--- config.mk ---
export PLATFORM = sky130hd
export DESIGN_NAME = ysyx_23060208_mem_arbiter
export DESIGN_NICKNAME = d
export VERILOG_FILES = /design/src/rtl/ysyx_23060208_mem_arbiter.sv
export SDC_FILE = /design/constraint.sdc
export NUM_CORES = 1
export LEC_CHECK = 0
export BUFFER_PORTS_ARGS = -buffer_cell sky130_fd_sc_hd__buf_4
export CAP_MARGIN = 0
export CORE_AREA = 8 8 137 139
export CTS_BUF_LIST = sky130_fd_sc_hd__clkbuf_2 sky130_fd_sc_hd__clkbuf_4 sky130_fd_sc_hd__clkbuf_8
export DETAILED_ROUTE_END_ITERATION = 10
export DIE_AREA = 0 0 145 147
export HOLD_SLACK_MARGIN = 0.03
export SLEW_MARGIN = 20
export SYNTH_ARGS = -nofsm -noshare
export SYNTH_HDL_FRONTEND = slang
export SYNTH_SLANG_ARGS = --single-unit
--- constraint.sdc ---
create_clock -name clk -period 3.84 [get_ports clk]
set_input_delay 0.384 -clock clk [delete_from_list [all_inputs] [get_ports clk]]
set_output_delay 0.384 -clock clk [all_outputs]
set_load 0.02 [all_outputs]
--- src/rtl/ysyx_23060208_mem_arbiter.sv ---
`default_nettype none
// ============================================================================
// Module   : ysyx_23060208_mem_arbiter
// Brief    : Shares one AXI-lite style memory slave between the IFU (read) and
//            the EXU (read/write); one transaction in flight at a time.
// Revision : 1.0 - initial release
// ============================================================================
module ysyx_23060208_mem_arbiter #(
  parameter int DATA_WIDTH = 32
) (
  input  logic                  clk,
  input  logic                  rst,
  // IFU read master
  input  logic [DATA_WIDTH-1:0] ifu_araddr,
  input  logic                  ifu_arvalid,
  output logic                  ifu_arready,
  output logic [DATA_WIDTH-1:0] ifu_rdata,
  output logic [1:0]            ifu_rresp,
  output logic                  ifu_rvalid,
  input  logic                  ifu_rready,
  // EXU read master
  input  logic [DATA_WIDTH-1:0] exu_araddr,
  input  logic                  exu_arvalid,
  output logic                  exu_arready,
  output logic [DATA_WIDTH-1:0] exu_rdata,
  output logic [1:0]            exu_rresp,
  output logic                  exu_rvalid,
  input  logic                  exu_rready,
  // EXU write master
  input  logic [DATA_WIDTH-1:0] exu_awaddr,
  input  logic                  exu_awvalid,
  output logic                  exu_awready,
  input  logic [DATA_WIDTH-1:0] exu_wdata,
  input  logic [2:0]            exu_wstrb,
  input  logic                  exu_wvalid,
  output logic                  exu_wready,
  output logic [1:0]            exu_bresp,
  output logic                  exu_bvalid,
  input  logic                  exu_bready,
  // Memory slave
  output logic [DATA_WIDTH-1:0] mem_awaddr,
  output logic                  mem_awvalid,
  input  logic                  mem_awready,
  output logic [DATA_WIDTH-1:0] mem_wdata,
  output logic [2:0]            mem_wstrb,
  output logic                  mem_wvalid,
  input  logic                  mem_wready,
  input  logic [1:0]            mem_bresp,
  input  logic                  mem_bvalid,
  output logic                  mem_bready,
  output logic [DATA_WIDTH-1:0] mem_araddr,
  output logic                  mem_arvalid,
  input  logic                  mem_arready,
  input  logic [DATA_WIDTH-1:0] mem_rdata,
  input  logic [1:0]            mem_rresp,
  input  logic                  mem_rvalid,
  output logic                  mem_rready,
  // One-hot {exu_write, exu_read, ifu_read}
  output logic [2:0]            grant
);

  typedef enum logic [1:0] {
    ST_IDLE  = 2'd0,
    ST_IFU_R = 2'd1,
    ST_EXU_R = 2'd2,
    ST_EXU_W = 2'd3
  } state_e;

  localparam logic [2:0] c_GNT_NONE = 3'b000;
  localparam logic [2:0] c_GNT_IFU  = 3'b001;
  localparam logic [2:0] c_GNT_EXUR = 3'b010;
  localparam logic [2:0] c_GNT_EXUW = 3'b100;

  state_e     state_q;
  logic [2:0] grant_q;
  logic       last_rd_exu_q;
  // Address/data handshake flags stop a still-held valid from issuing twice.
  logic       ar_done_q;
  logic       aw_done_q;
  logic       w_done_q;

  logic       w_exu_rd_wins;

  assign grant         = grant_q;
  assign w_exu_rd_wins = exu_arvalid && (!ifu_arvalid || !last_rd_exu_q);

  always_ff @(posedge clk or posedge rst) begin
    if (rst) begin
      state_q       <= ST_IDLE;
      grant_q       <= c_GNT_NONE;
      last_rd_exu_q <= 1'b1;
      ar_done_q     <= 1'b0;
      aw_done_q     <= 1'b0;
      w_done_q      <= 1'b0;
    end else begin
      case (state_q)
        ST_IDLE: begin
          ar_done_q <= 1'b0;
          aw_done_q <= 1'b0;
          w_done_q  <= 1'b0;
          if (exu_awvalid) begin
            state_q <= ST_EXU_W;
            grant_q <= c_GNT_EXUW;
          end else if (w_exu_rd_wins) begin
            state_q       <= ST_EXU_R;
            grant_q       <= c_GNT_EXUR;
            last_rd_exu_q <= 1'b1;
          end else if (ifu_arvalid) begin
            state_q       <= ST_IFU_R;
            grant_q       <= c_GNT_IFU;
            last_rd_exu_q <= 1'b0;
          end
        end
        ST_IFU_R, ST_EXU_R: begin
          if (mem_arvalid && mem_arready) ar_done_q <= 1'b1;
          if (mem_rvalid && mem_rready) begin
            state_q <= ST_IDLE;
            grant_q <= c_GNT_NONE;
          end
        end
        ST_EXU_W: begin
          if (mem_awvalid && mem_awready) aw_done_q <= 1'b1;
          if (mem_wvalid && mem_wready)   w_done_q  <= 1'b1;
          if (mem_bvalid && mem_bready) begin
            state_q <= ST_IDLE;
            grant_q <= c_GNT_NONE;
          end
        end
        default: begin
          state_q <= ST_IDLE;
          grant_q <= c_GNT_NONE;
        end
      endcase
    end
  end

  // Channel muxes: everything not owned by the current grant stays at zero.
  always_comb begin
    ifu_arready = 1'b0;
    ifu_rdata   = '0;
    ifu_rresp   = 2'b00;
    ifu_rvalid  = 1'b0;
    exu_arready = 1'b0;
    exu_rdata   = '0;
    exu_rresp   = 2'b00;
    exu_rvalid  = 1'b0;
    exu_awready = 1'b0;
    exu_wready  = 1'b0;
    exu_bresp   = 2'b00;
    exu_bvalid  = 1'b0;
    mem_awaddr  = '0;
    mem_awvalid = 1'b0;
    mem_wdata   = '0;
    mem_wstrb   = 3'b000;
    mem_wvalid  = 1'b0;
    mem_bready  = 1'b0;
    mem_araddr  = '0;
    mem_arvalid = 1'b0;
    mem_rready  = 1'b0;
    case (state_q)
      ST_IFU_R: begin
        mem_araddr  = ifu_araddr;
        mem_arvalid = ifu_arvalid && !ar_done_q;
        ifu_arready = mem_arready && !ar_done_q;
        ifu_rdata   = mem_rdata;
        ifu_rresp   = mem_rresp;
        ifu_rvalid  = mem_rvalid;
        mem_rready  = ifu_rready;
      end
      ST_EXU_R: begin
        mem_araddr  = exu_araddr;
        mem_arvalid = exu_arvalid && !ar_done_q;
        exu_arready = mem_arready && !ar_done_q;
        exu_rdata   = mem_rdata;
        exu_rresp   = mem_rresp;
        exu_rvalid  = mem_rvalid;
        mem_rready  = exu_rready;
      end
      ST_EXU_W: begin
        mem_awaddr  = exu_awaddr;
        mem_awvalid = exu_awvalid && !aw_done_q;
        exu_awready = mem_awready && !aw_done_q;
        mem_wdata   = exu_wdata;
        mem_wstrb   = exu_wstrb;
        mem_wvalid  = exu_wvalid && !w_done_q;
        exu_wready  = mem_wready && !w_done_q;
        exu_bresp   = mem_bresp;
        exu_bvalid  = mem_bvalid;
        mem_bready  = exu_bready;
      end
      default: ;
    endcase
  end

endmodule
`default_nettype wire

* Word level (Yosys, flattened, before mapping)
Index checks and enable logic that the tools add are counted.
Widths: inputs -> output; s select.
** Word-level totals
- Register bits :: 9
- Input bits :: 181
** Operators by class
- Bitwise gates (word level) :: 1
- Equal/unequal tests :: 9
- Multiplexer cells :: 41
- Reduce and logical (&&, ||, !) cells :: 29
** Operators with widths (number)
- $mux 32 :: 4
- $pmux 32 s2 :: 1
- $mux 3 :: 6
- $mux 2 :: 8
- $mux 1 :: 15
- $logic_and 1x1->1 :: 13
- $ne 2x2->1 const B :: 5
- $pmux 1 s2 :: 5
- $pmux 3 s3 :: 1
- $pmux 2 s3 :: 1
- $reduce_and 2->1 :: 3
- $reduce_and 3->1 :: 2
- $reduce_bool 2->1 :: 3
- $logic_not 1->1 :: 5
- $eq 2x2->1 const B :: 2
- $ne 4x4->1 const B :: 1
- $eq 2x1->1 const B :: 1
- $logic_not 2->1 :: 1
- $reduce_or 2->1 :: 1
- $logic_or 1x1->1 :: 1
- $not 1->1 :: 1

* Logic depth before layout (Yosys ltp)
- Depth in word-level cells :: 6
- Depth in mapped cells :: 7

* Worst setup path before layout
OpenSTA, ideal clock, no wires.
- Path kind :: flip-flop to output port
- Start :: register state_q[1]
- End :: output port exu_awready
- Path slack :: 1.931 ns
- Stages on the path, launching flop included :: 5
- Data arrival time :: 1.525 ns
- Required time :: 3.456 ns
- Buffers on the path :: 1
- Cells stage by stage :: dfrtp_1 ha_1 clkbuf_1 inv_1 nor3b_1
** On the way
- Cells in the longest elaborated chain, start to end :: 2
** Ends and longest elaborated chain
- start: declaration :: line 74 : state_e state_q;
- start signal: assignment :: line 89 : state_q <= ST_IDLE;
- start signal: assignment :: line 102 : state_q <= ST_EXU_W;
- start signal: assignment :: line 105 : state_q <= ST_EXU_R;
- $eq 2x2->1 :: line 160 : case (state_q)
- $mux 1 :: line 160
- end: declaration :: line 32 : output logic exu_awready,
Every way passes these cells.

* Worst setup path after layout
- Start :: register state_q[1]
- End :: output port mem_araddr[15]
** On the way
- Cells in the longest elaborated chain, start to end :: 2
** Ends and longest elaborated chain
- $eq 2x2->1 or $eq 2x1->1 (tied branches) :: line 160
- $pmux 32 s2 (*) :: line 160
- end: declaration :: line 51 : output logic [DATA_WIDTH-1:0] mem_araddr,
Every way passes the cells marked *; elsewhere a longest branch is shown, timed or not.

==> impl_metrics.toml <==
[setup_path]
reg2reg_to = "grant[0]"
end_kind = "primary output"
crit_type = "register to primary output"
cp.required_ns = 3.46
rrSetupSlack_ns = 1.58
worst_ep_arrival_time_ns = 2.29
cp_max_fo = 36
startpoint_type = "register"
r2r_cells = 6
r2r-start = "state_q[1]"

[global_routing]
track_usage_pct = 13.1
grt_pass1_vias = 3634
antenna_found_initial = 2
grt_pass1_wl_microns = 21900
grt_max_degree = 57
grt-ovfl-total = 0

[cells_and_area]
layout_common_cells = "369 x buf_4, 141 x and2_1, 34 x nor2b_1"
syn_to_final_growth_pct = 150
n_fill_cell = 1845
final_common_cell = "buf_4"
fin_nets = 819
layout.area.seq_sq_um = 226
multi_input_area_sq_um = 1650
drive_gt1_share_pct = 60.2

[floorplanning]
num_rows = 48
die_y_microns = 147
io_pins = 365
fp.dieW_microns = 145
initial_core_util_pct = 11.9
core_sq_um = 16800
die_area_sq_um = 21300

[min_path]
min_path_type = "input port to async pin"

[logic_synthesis]
synth_top_area_share_pct = 44.1
synth_warnings = 0
yosys.area_share.simple_pct = 59.8
syn-cell-area_sq_um = 2000
synth_seq_cells = 9
syn_avg_cell_area_sq_um = 6.95
ys_seq_area_share_pct = 11.3
synth_top_family_by_area = "simple AND/OR/NAND/NOR gates"
synth_cell_type_count = 26
synthAdderAreaFrac_pct = 2.50
syn_inst = 288
synth_area_leader_cell = "and2_1"
synth_area_leaders = "and2_1 44%, a22oi_1 12%, nor2b_1 11%, dfrtp_1 10%, clkbuf_1 4.7%"
synth.area.mux_share_pct = 1.75
syn_nets = 473
synth_compound_area_share_pct = 18.2
synth-xor-area-share_pct = 0

[drt]
wl_microns = 15100
ant_nets = 0
dr.pass1.iters = 4
drt-initial-drc-count = 86
viasPerCell = 3.81
drcViolationCount = 0
vias = 3273
wl_per_cell_microns = 17.5

[sta]
tightest_slew_ns = 0.537
hold_ws_ns = 0.131
min_period_over_period_pct = 69.7
hold_viol_final = 0
drv_slew = 0
rsz0062_at_grt = "no"
clock_skew_ns = 0.00351
setup_ws_ns = 1.16
period_needed_ns = 2.68
slew_headroom_pct = 64.2
finalSetupTns_ns = 0
timing.fmax_ghz = 0.373
final-setup-viol-count = 0

[clock_tree]
cts_tree = "done"
cts_buffers = 3
cts_num_sinks = 9
cts_root_buffer = "clkbuf_8"
clk_latency_ns = 0.23
ctsResizeCount = 0
cts_max_level = 1
path_clk_slew_ns = 0.05
ctsHoldBuffers = 0
cts_setup_buffers = 0
clock_path_buffers = 2

[power_and_ir_drop]
p_leak_nw = 2.67
power.total_w = 0.00281
powerDensity_nw_per_um2 = 562
ir_drop_v = 0.000296

[status]
status = "completed"

[place]
dp.final_hpwl_microns = 13500
pre_cts_ws_ns = 1.38
gp_congestion = 0.796
port_buffers = 364

[run]
cap_violations = 0
[routing by layer]
layer	share of wire (%)	GRT usage (%)
met3	11	6.12
met2	51	23.6
met5	0	0
met1	37	13.3
met4	1.2	3.47
[cells in the mapped netlist]
master / number
a22oi_2: 1
nand2b_1: 2
a31oi_1: 2
a221oi_4: 1
and3b_1: 2
and2_1: 141
clkbuf_1: 25
nand2_1: 5
buf_2: 2
ha_1: 4
o2bb2ai_1: 2
nor3b_1: 5
o31ai_2: 1
nor2_1: 4
dfrtp_1: 8
a21boi_0: 1
a32o_1: 1
buf_4: 1
a22oi_1: 32
a21oi_1: 4
nor2b_1: 34
inv_1: 5
o21ai_0: 1
mux2i_1: 2
dfstp_2: 1
mux2_4: 1
[layout make-up]
type | instances | share of cell area, %
timing repair buffer | 369 | 55.4
multi-input combinational | 246 | 33.0
tap | 225 | 5.63
sequential | 9 | 4.53
clock buffer | 4 | 0.975
inverter | 5 | 0.375
antenna | 2 | 0.100
[cells by family (layout without fill, tap and decap cells)]
logic type                 after synthesis  in the layout
AOI/OAI and AO/OA                       46             46
adders and majority gates                4              4
buffers and inverters                   33            378
DFF                                      9              9
muxes                                    3              3
other                                    0              2
and+or+nand+nor                        193            193
[power by group]
group | leakage (nW) | switching [W] | internal [W]
logic | 2.53 | 0.00142 | 0.00112
registers | 0.116 | 0.0000272 | 0.000135
clock network | 0.0262 | 0.0000374 | 0.0000794
total | 2.67 | 0.00148 | 0.00133
[stage by stage]
step | instance area, sq um | cells | util, %
3_5_place_dp | 4950 | 854 | 29.5
4_1_cts | 5000 | 858 | 29.8
6_report | 5000 | 860 | 29.9
5_1_grt | 5000 | 860 | 29.9
2_1_floorplan | 2000 | 288 | -
3_3_place_gp | 4950 | 854 | 29.5
[sequential cells by signal, summed over array words and instances (netlist names)]
register and flops:
ar_done_q 1, aw_done_q 1, grant 3, last_rd_exu_q 1, state_q 2, w_done_q 1
[worst max-delay path by stage]
stage | start | to | slack, ns | cells past startpoint
2_1_floorplan | state_q[1] | exu_awready | 1.93 | 4
3_3_place_gp | state_q[1] | mem_araddr[21] | 1.43 | 7
3_5_place_dp | state_q[1] | mem_araddr[15] | 1.38 | 7
4_1_cts | state_q[1] | mem_araddr[15] | 1.12 | 7
5_1_grt | state_q[1] | mem_araddr[19] | 0.95 | 7
6_report | state_q[1] | mem_araddr[15] | 1.16 | 7
[worst max-delay path: stages (launching register included)]
cell and delay, ns:
dfrtp_1 0.42, inv_1 0.09, ha_2 0.53, buf_4 0.41, buf_4 0.22, a22oi_1 0.08, nor2b_1 0.16, buf_4 0.16
Power figures use the tool's default switching activity.
